### src/rtl/hazard_stall_ctrl.sv
// Stall/flush sequencer: load-use, mul/div occupancy, branch redirect, dmem freeze.
// Define HAZARD_PERF_CNT_EN to add the perf_* event counters.
module hazard_stall_ctrl #(
  parameter int MD_TIMEOUT = 32,
  parameter int CNT_W      = 32
) (
  input  logic       clk,
  input  logic       rst_n,
  input  logic [4:0] id_rs1,
  input  logic [4:0] id_rs2,
  input  logic       id_use_rs1,
  input  logic       id_use_rs2,
  input  logic [4:0] ex_rd,
  input  logic       ex_mem_read,
  input  logic       ex_branch_taken,
  input  logic       ex_md_start,
  input  logic       md_done,
  input  logic       dmem_req,
  input  logic       dmem_ready,
  output logic       pc_write,
  output logic       ifid_write,
  output logic       ifid_flush,
  output logic       idex_write,
  output logic       idex_flush,
  output logic       exmem_flush,
  output logic       md_timeout
`ifdef HAZARD_PERF_CNT_EN
  ,
  output logic [CNT_W-1:0] perf_lu_stall,
  output logic [CNT_W-1:0] perf_md_stall,
  output logic [CNT_W-1:0] perf_flush,
  output logic [CNT_W-1:0] perf_mem_stall
`endif
);

  localparam int MW = $clog2(MD_TIMEOUT + 1);
  localparam logic [MW-1:0] MD_MAX = MW'(MD_TIMEOUT);

  typedef enum logic {RUN, MD_WAIT} state_t;

  state_t        state, state_n;
  logic [MW-1:0] md_cnt, md_cnt_n;
  logic          mem_freeze, load_use;
  logic          lu_hit, md_hit, br_hit, mem_hit;

  assign mem_freeze = dmem_req & ~dmem_ready;

  assign load_use = ex_mem_read & (ex_rd != 5'd0) &
    ((id_use_rs1 & (ex_rd == id_rs1)) |
     (id_use_rs2 & (ex_rd == id_rs2)));

  always_comb begin
    pc_write    = 1'b1;
    ifid_write  = 1'b1;
    ifid_flush  = 1'b0;
    idex_write  = 1'b1;
    idex_flush  = 1'b0;
    exmem_flush = 1'b0;
    md_timeout  = 1'b0;
    state_n     = state;
    md_cnt_n    = md_cnt;
    lu_hit      = 1'b0;
    md_hit      = 1'b0;
    br_hit      = 1'b0;
    mem_hit     = 1'b0;
    if (!rst_n) begin
      pc_write   = 1'b0;
      ifid_write = 1'b0;
      idex_write = 1'b0;
      ifid_flush = 1'b1;
      idex_flush = 1'b1;
    end else if (mem_freeze) begin
      pc_write   = 1'b0;
      ifid_write = 1'b0;
      idex_write = 1'b0;
      mem_hit    = 1'b1;
      // the mul/div unit keeps running while memory stalls
      if (state == MD_WAIT && md_cnt != MD_MAX)
        md_cnt_n = md_cnt + 1'b1;
    end else if (state == MD_WAIT) begin
      if (md_done) begin
        state_n  = RUN;
        md_cnt_n = '0;
      end else if (md_cnt == MD_MAX) begin
        md_timeout = 1'b1;
        state_n    = RUN;
        md_cnt_n   = '0;
      end else begin
        pc_write    = 1'b0;
        ifid_write  = 1'b0;
        idex_write  = 1'b0;
        exmem_flush = 1'b1;
        md_hit      = 1'b1;
        md_cnt_n    = md_cnt + 1'b1;
      end
    end else if (ex_md_start) begin
      if (!md_done) begin
        pc_write    = 1'b0;
        ifid_write  = 1'b0;
        idex_write  = 1'b0;
        exmem_flush = 1'b1;
        md_hit      = 1'b1;
        state_n     = MD_WAIT;
        md_cnt_n    = MW'(1);
      end
    end else if (ex_branch_taken) begin
      ifid_flush = 1'b1;
      idex_flush = 1'b1;
      br_hit     = 1'b1;
    end else if (load_use) begin
      pc_write   = 1'b0;
      ifid_write = 1'b0;
      idex_flush = 1'b1;
      lu_hit     = 1'b1;
    end
  end

  always_ff @(posedge clk or negedge rst_n) begin
    if (!rst_n) begin
      state  <= RUN;
      md_cnt <= '0;
    end else begin
      state  <= state_n;
      md_cnt <= md_cnt_n;
    end
  end

`ifdef HAZARD_PERF_CNT_EN
  always_ff @(posedge clk or negedge rst_n) begin
    if (!rst_n) begin
      perf_lu_stall  <= '0;
      perf_md_stall  <= '0;
      perf_flush     <= '0;
      perf_mem_stall <= '0;
    end else begin
      perf_lu_stall  <= perf_lu_stall + CNT_W'(lu_hit);
      perf_md_stall  <= perf_md_stall + CNT_W'(md_hit);
      perf_flush     <= perf_flush + CNT_W'(br_hit);
      perf_mem_stall <= perf_mem_stall + CNT_W'(mem_hit);
    end
  end
`else
  logic unused_perf;
  assign unused_perf = ^{lu_hit, md_hit, br_hit, mem_hit, CNT_W[0]};
`endif

endmodule

### config.mk
export PLATFORM = sky130hd
export DESIGN_NAME = hazard_stall_ctrl
export DESIGN_NICKNAME = d
export VERILOG_FILES = /design/src/rtl/hazard_stall_ctrl.sv
export SDC_FILE = /design/constraint.sdc
export NUM_CORES = 1
export LEC_CHECK = 0
export CAP_MARGIN = 25
export CORE_MARGIN = 2
export CORE_UTILIZATION = 43
export CTS_CLUSTER_DIAMETER = 60
export CTS_CLUSTER_SIZE = 16
export DETAILED_ROUTE_END_ITERATION = 10
export GPL_TIMING_DRIVEN = 1
export HOLD_SLACK_MARGIN = 0.1
export PLACE_DENSITY = 0.84
export SETUP_SLACK_MARGIN = 0.2
export SLEW_MARGIN = 25
export SYNTH_ARGS = -nofsm -noshare
export SYNTH_HDL_FRONTEND = slang
export SYNTH_SLANG_ARGS = --single-unit
### constraint.sdc
create_clock -name clk -period 4.65 [get_ports clk]
set_clock_uncertainty 0.15 [all_clocks]
set_input_delay 0.93 -clock clk [delete_from_list [all_inputs] [get_ports clk]]
set_output_delay 0.93 -clock clk [all_outputs]
set_load 0.05 [all_outputs]
Word-level counts from Yosys, hierarchy flattened. Index checks and enable logic that the tools add are counted.

Bits in registers: 7. Logic and storage cells: 64. Output and inout bits: 7.

Equality and inequality tests: 6. Muxes and demuxes: 42. Bitwise logic cells: 8. Reduce and logical (&&, ||, !) cells: 5. Add/subtract/negate cells: 1.

Operators by type and width (count): $mux W6 (7); $mux W1 (35); $eq A5 B5 Y1 (2); $add A6 B1 Y6 const B (1); $eq A6 B6 Y1 const B (1); $ne A6 B6 Y1 const B (1); $and A1 B1 Y1 (5); $reduce_bool A5 Y1 (1); $reduce_and A4 Y1 (1); $ne A3 B1 Y1 const B (1); $reduce_bool A3 Y1 (1); $ne A2 B1 Y1 const B (1); $not A1 Y1 (2); $reduce_and A2 Y1 (1); $logic_and A1 B1 Y1 (1); $or A1 B1 Y1 (1).

Depth between registers and ports, before layout. Gate-level depths: netlist of run 1.

Depth in word-level cells: 10. Mapped depth: 8. Gate-level depth less buffers: 7.

Worst setup path after synthesis of run 1. Ideal clock, no wire load.

Path kind: input-to-output. Start: in rst_n. End: out exmem_flush. Setup slack: -0.111 ns. Cell stages on the path: 3. Arrival time: 3.681 ns. Buffers on the path: 1. Path through: clkbuf_1 nand2_1 a2111oi_0.

Word-level cells in the longest chain between the ends: 1.

RTL lines: start, declared (RTL line 8) `input logic rst_n,`; $mux W1; end, declared (RTL line 25) `output logic exmem_flush,`.

No other way between the ends.

Worst setup path after layout of run 1.
Start: in ex_rd[1]. End: out pc_write.

Word-level cells in the longest chain between the ends: 10. Elaborated cells between the ends (all ways): 14. Classes of those cells: eq/ne (2); mux (6); bitwise (5); reduce/logical (1).

RTL lines: start, declared (RTL line 13) `input logic [4:0] ex_rd,`; $eq A5 B5 Y1, on equally long branches (RTL line 49, 50); $and A1 B1 Y1, on equally long branches (RTL line 49, 50); $or A1 B1 Y1 (RTL line 49) `((id_use_rs1 & (ex_rd == id_rs1)) |`; $and A1 B1 Y1 * (RTL line 48) `assign load_use = ex_mem_read & (ex_rd != 5'd0) &`; $mux W1 * (RTL line 110) `end else if (load_use) begin`; $mux W1 * (RTL line 106) `end else if (ex_branch_taken) begin`; $mux W1 * (RTL line 96) `end else if (ex_md_start) begin`; $mux W1 * (RTL line 80) `end else if (state == MD_WAIT) begin`; $mux W1 * (RTL line 72) `end else if (mem_freeze) begin`; $mux W1 * (RTL line 66) `if (!rst_n) begin`; end, declared (RTL line 20) `output logic pc_write,`.

Every way passes the cells marked *; elsewhere a longest branch is shown, timed or not.

==> results of run 1 <==
layer usage:
layer | routed length [µm] | vias up
met5 | 0 | -
met4 | 0 | 0
met3 | 85 | 0
met2 | 978 | 27
met1 | 649 | 333
li1 | - | 361
worst max-delay path by stage:
stage                         from          end  slack (ns)  cells after the start
after floorplan              rst_n  exmem_flush        0.56                      3
after global placement    ex_rd[1]   ifid_write        0.45                      6
after detailed placement  ex_rd[2]     pc_write        0.45                      6
after CTS                 ex_rd[2]     pc_write        0.44                      6
after global routing      ex_rd[1]     pc_write        0.37                      6
final                     ex_rd[1]     pc_write        0.45                      6
power by group:
| part | switching, µW | internal [µW] |
|---|---|---|
| sequential | 18.2 | 73.5 |
| clock | 24.1 | 32.9 |
| combinational | 58.4 | 61.6 |
| total | 101 | 168 |
flip-flops by register name (all words and copies together), names as in the netlist:
register,count
md_cnt,6
state,1
area by class of cell:
class | count | area (µm²) | area share (%)
inverters | 4 | 15.0 | 1.48
clock buffers | 4 | 26.3 | 2.59
flip-flops and latches | 7 | 175 | 17.2
multi-input cells | 68 | 462 | 45.4
well taps | 16 | 20.0 | 1.97
repair buffers | 32 | 318 | 31.3
kinds of logic (layout without fill, tap and decap cells):
group / count (synthesis) / after routing / share of synthesized area [%]
AND/OR/NAND/NOR: 33 / 33 / 27.4
AO/OA/AOI/OAI: 21 / 21 / 22.1
buffers and inverters: 7 / 40 / 4.69
XOR/XNOR: 12 / 12 / 15.8
flip-flops: 7 / 7 / 26.3
adder cells (fa/ha/maj): 2 / 2 / 3.75
worst max-delay path: stages:
cell and delay, ns:
sky130_fd_sc_hd__clkdlybuf4s50_1 0.46, sky130_fd_sc_hd__or4_1 0.53, sky130_fd_sc_hd__o21a_1 0.20, sky130_fd_sc_hd__nand2_1 0.07, sky130_fd_sc_hd__o41a_1 0.14, sky130_fd_sc_hd__clkdlybuf4s50_1 0.80
cells in the mapped netlist (2+ instances only):
cell,number
sky130_fd_sc_hd__a2111oi_0,2
sky130_fd_sc_hd__a21oi_1,7
sky130_fd_sc_hd__dfrtp_1,7
sky130_fd_sc_hd__ha_1,2
sky130_fd_sc_hd__inv_1,4
sky130_fd_sc_hd__nand2_1,10
sky130_fd_sc_hd__nand3b_1,3
sky130_fd_sc_hd__nand4_1,4
sky130_fd_sc_hd__nor2_1,5
sky130_fd_sc_hd__nor3_1,2
sky130_fd_sc_hd__o21ai_0,5
sky130_fd_sc_hd__or4_1,2
sky130_fd_sc_hd__xnor2_1,12
layout by cell type (no fill, tap or decap):
| cell type | netlist | routed |
|---|---|---|
| sky130_fd_sc_hd__a31o_2 | 1 | 1 |
| sky130_fd_sc_hd__a2111oi_1 | 0 | 1 |
| sky130_fd_sc_hd__clkbuf_4 | 0 | 3 |
| sky130_fd_sc_hd__ha_1 | 2 | 2 |
| sky130_fd_sc_hd__buf_4 | 1 | 1 |
| sky130_fd_sc_hd__a21oi_1 | 7 | 7 |
| sky130_fd_sc_hd__or3_1 | 1 | 1 |
| sky130_fd_sc_hd__o21a_1 | 1 | 1 |
| sky130_fd_sc_hd__nand3b_1 | 3 | 3 |
| sky130_fd_sc_hd__o22ai_1 | 1 | 1 |
| sky130_fd_sc_hd__or4_1 | 2 | 2 |
| sky130_fd_sc_hd__nand4_1 | 4 | 4 |
| sky130_fd_sc_hd__o31ai_1 | 1 | 1 |
| sky130_fd_sc_hd__and2_4 | 1 | 1 |
| sky130_fd_sc_hd__o41a_1 | 1 | 1 |
| sky130_fd_sc_hd__dfrtp_1 | 7 | 7 |
| sky130_fd_sc_hd__nand2b_2 | 1 | 1 |
| sky130_fd_sc_hd__a211oi_1 | 1 | 1 |
| sky130_fd_sc_hd__or3b_4 | 1 | 1 |
| sky130_fd_sc_hd__nor2b_1 | 1 | 1 |
| sky130_fd_sc_hd__clkbuf_1 | 1 | 1 |
| sky130_fd_sc_hd__xnor2_1 | 12 | 12 |
| sky130_fd_sc_hd__o21ai_0 | 5 | 5 |
| sky130_fd_sc_hd__nor2_2 | 1 | 1 |
| sky130_fd_sc_hd__clkdlybuf4s50_1 | 0 | 31 |
| sky130_fd_sc_hd__inv_1 | 4 | 4 |
| sky130_fd_sc_hd__nand2_1 | 10 | 10 |
| sky130_fd_sc_hd__nor2_1 | 5 | 5 |
| sky130_fd_sc_hd__o31ai_4 | 1 | 1 |
| sky130_fd_sc_hd__nor3_1 | 2 | 2 |
| sky130_fd_sc_hd__a2111oi_0 | 2 | 1 |
| sky130_fd_sc_hd__nand2b_1 | 1 | 1 |
through the flow:
| stage | instance area [µm²] | instances | total power, µW | util (%) |
|---|---|---|---|---|
| global route | 1020 | 131 | 288 | 69.0 |
| floorplan | 668 | 82 | 167 | - |
| detailed placement | 990 | 127 | 211 | 67.3 |
| CTS | 1020 | 131 | 271 | 69.0 |
| finish | 1020 | 131 | 269 | 69.0 |
| global placement | 990 | 127 | 207 | 67.3 |
==> metrics.txt, run 1 <==
# TYPE chip_impl_metric gauge
chip_impl_metric{name="post-cts-setup-buffer-count",unit=""} 0
chip_impl_info{name="status",value="complete, no violations"} 1
chip_impl_metric{name="synth_async_sr_flop_share",unit="%"} 100
chip_impl_metric{name="fin_worst_hold_slack",unit="ns"} 0.401
chip_impl_metric{name="worst-endpoint-arrival",unit="ns"} 3.12
chip_impl_metric{name="crit_fanout",unit=""} 3
chip_impl_metric{name="grt_use_met2",unit="%"} 42.1
chip_impl_metric{name="worst-slew-pin-transition",unit="ns"} 0.504
chip_impl_metric{name="cts_repair_resize_count",unit=""} 0
chip_impl_metric{name="worstSkewPairLatency",unit="ns"} 0.25
chip_impl_info{name="worst_r2r_endpoint",value="md_cnt[2]$_DFFE_PN0P_"} 1
chip_impl_metric{name="synthCells",unit=""} 82
chip_impl_metric{name="pre_cts_slack",unit="ns"} 0.451
chip_impl_metric{name="final.setup.tns",unit="ns"} 0
chip_impl_metric{name="drv.max_cap_violation_count",unit=""} 0
chip_impl_metric{name="syn_avg_cell_area",unit="µm²"} 8.13
chip_impl_metric{name="die_w",unit="µm"} 43.4
chip_impl_metric{name="max-vdd-ir-drop",unit="V"} 0.000117
chip_impl_metric{name="num_cts_buffers",unit=""} 3
chip_impl_metric{name="synth.yosys.seq_area_share",unit="%"} 26.3
chip_impl_metric{name="worstHoldPathCells",unit=""} 2
chip_impl_info{name="critical_path.reg2reg.startpoint",value="md_cnt[0]$_DFFE_PN0P_"} 1
chip_impl_metric{name="finalCritPeriodShare",unit="%"} 90.3
chip_impl_info{name="synth_top_cells_by_area",value="sky130_fd_sc_hd__dfrtp_1 26%, sky130_fd_sc_hd__xnor2_1 16%, sky130_fd_sc_hd__nand2_1 5.6%, sky130_fd_sc_hd__a21oi_1 5.3%, sky130_fd_sc_hd__ha_1 3.8%"} 1
chip_impl_metric{name="drtPass1Iterations",unit=""} 5
chip_impl_metric{name="fraction_of_synthesized_cell_area_taken_by_the_top_area_cell_type",unit="%"} 26.3
chip_impl_metric{name="grt_pass1_vias",unit=""} 743
chip_impl_metric{name="maxSlewHeadroom",unit="%"} 66.3
chip_impl_info{name="worst_hold_startpoint",value="md_cnt[5]$_DFFE_PN0P_"} 1
chip_impl_metric{name="setup_slack",unit="ns"} 0.449
chip_impl_metric{name="use_met3",unit="%"} 2.92
chip_impl_metric{name="synth.ff_latch_count",unit=""} 7
chip_impl_metric{name="fillers",unit=""} 118
chip_impl_info{name="rsz_0062_raised_after_global_routing",value="no"} 1
chip_impl_metric{name="fp.dieArea",unit="mm²"} 0.00188
chip_impl_info{name="synth_flop_cell",value="sky130_fd_sc_hd__dfrtp_1"} 1
chip_impl_metric{name="ys_types",unit=""} 30
chip_impl_metric{name="clock_input_transition_at_the_sequential_cells_of_the_worst_setup_and_hold_paths",unit="ns"} 0.06
chip_impl_metric{name="port-buffer-count",unit=""} 31
chip_impl_metric{name="drive_gt1_share",unit="%"} 8.70
chip_impl_metric{name="finalHoldViolations",unit=""} 0
chip_impl_info{name="grt_busiest_layer",value="met2"} 1
chip_impl_metric{name="groute.layer.met1.usage",unit="%"} 20.5
chip_impl_metric{name="clock_sink_total",unit=""} 7
chip_impl_metric{name="synth_enable_flop_cells",unit=""} 0
chip_impl_metric{name="total_number_of_yosys_warnings",unit=""} 0
chip_impl_metric{name="worst_reg_to_reg_cells",unit=""} 7
chip_impl_metric{name="design.portCount",unit=""} 32
chip_impl_metric{name="global_route.overflow_total",unit=""} 0
chip_impl_metric{name="design.final.nets",unit=""} 143
chip_impl_info{name="cp-end-kind",value="output port"} 1
chip_impl_metric{name="detail_route.vias_per_cell",unit=""} 5.50
chip_impl_info{name="synthDominantAreaCellType",value="sky130_fd_sc_hd__dfrtp_1"} 1
chip_impl_metric{name="grt_start_max_net_pins",unit=""} 15
chip_impl_metric{name="grt_first_pass_wirelength",unit="µm"} 2970
chip_impl_metric{name="timing.final.setup_violations",unit=""} 0
chip_impl_metric{name="wl",unit="µm"} 1710
chip_impl_metric{name="placeable_area",unit="mm²"} 0.00147
chip_impl_metric{name="cellPowerDensity",unit="mW/mm²"} 264
chip_impl_metric{name="timing.final.crit_period",unit="ns"} 4.20
chip_impl_metric{name="areaGrowthSynthToFinish",unit="%"} 52.3
chip_impl_info{name="timing_worst_setup_path_type",value="input pin to output port"} 1
chip_impl_metric{name="cts_max_path_buffers",unit=""} 2
chip_impl_metric{name="route.detailed.drc",unit=""} 0
chip_impl_metric{name="dp_hpwl",unit="µm"} 1420
chip_impl_info{name="cp-start-kind",value="input pin"} 1
chip_impl_metric{name="clock_tree.htree_level_count",unit=""} 1
chip_impl_metric{name="globalRouteTotalUtil",unit="%"} 20.6
chip_impl_metric{name="wire_per_inst",unit="µm"} 13.1
chip_impl_metric{name="critical_path_required",unit="ns"} 3.57
chip_impl_info{name="holdPathEnd",value="md_cnt[5]$_DFFE_PN0P_"} 1
chip_impl_metric{name="rrSetupSlack",unit="ns"} 2.54
chip_impl_metric{name="vias",unit=""} 721
chip_impl_metric{name="static_power_due_to_leakage",unit="µW"} 0.000375
chip_impl_metric{name="diodes",unit=""} 0
chip_impl_info{name="cts_root_buffer",value="sky130_fd_sc_hd__clkbuf_4"} 1
chip_impl_metric{name="drt.antenna.violating_nets",unit=""} 0
chip_impl_info{name="worstHoldPathType",value="flop to flop"} 1
chip_impl_metric{name="final_max_slew_viol_count",unit=""} 0
chip_impl_info{name="cts_tree",value="done"} 1
chip_impl_metric{name="initial_core_util",unit="%"} 45.3
chip_impl_metric{name="syn_nets",unit=""} 109
chip_impl_metric{name="synthesis.area",unit="µm²"} 667
chip_impl_metric{name="maxClockFrequency",unit="MHz"} 238
chip_impl_metric{name="cts_hold_repair.buffers",unit=""} 0
chip_impl_metric{name="globalplace.congestion",unit=""} 0.803
chip_impl_metric{name="chipHeight",unit="µm"} 43.4
chip_impl_metric{name="floorplan.rows",unit=""} 14
chip_impl_metric{name="drt_iter0_drc",unit=""} 14
chip_impl_metric{name="antenna_found_initial",unit=""} 0
Note: power is estimated with default switching activity, not from simulation.
==> run 2: changes to the inputs <==
--- a/config.mk
+++ b/config.mk
@@ -5,6 +5,7 @@
 export SDC_FILE = /design/constraint.sdc
 export NUM_CORES = 1
 export LEC_CHECK = 0
+export ABC_CLOCK_PERIOD_IN_PS = 4650
 export CAP_MARGIN = 25
 export CORE_MARGIN = 2
 export CORE_UTILIZATION = 43
==> results of run 2 <==
The final DEF is identical to that of run 1; final timing and power are the same.
==> run 3: changes to the inputs <==
--- a/config.mk
+++ b/config.mk
@@ -10,7 +10,7 @@
 export CORE_MARGIN = 2
 export CORE_UTILIZATION = 43
 export CTS_CLUSTER_DIAMETER = 60
-export CTS_CLUSTER_SIZE = 16
+export CTS_CLUSTER_SIZE = 30
 export DETAILED_ROUTE_END_ITERATION = 10
 export GPL_TIMING_DRIVEN = 1
 export HOLD_SLACK_MARGIN = 0.1
@@ -20,3 +20,4 @@
 export SYNTH_ARGS = -nofsm -noshare
 export SYNTH_HDL_FRONTEND = slang
 export SYNTH_SLANG_ARGS = --single-unit
+export TNS_END_PERCENT = 20
==> results of run 3 <==
The final DEF is identical to that of run 1; final timing and power are the same.
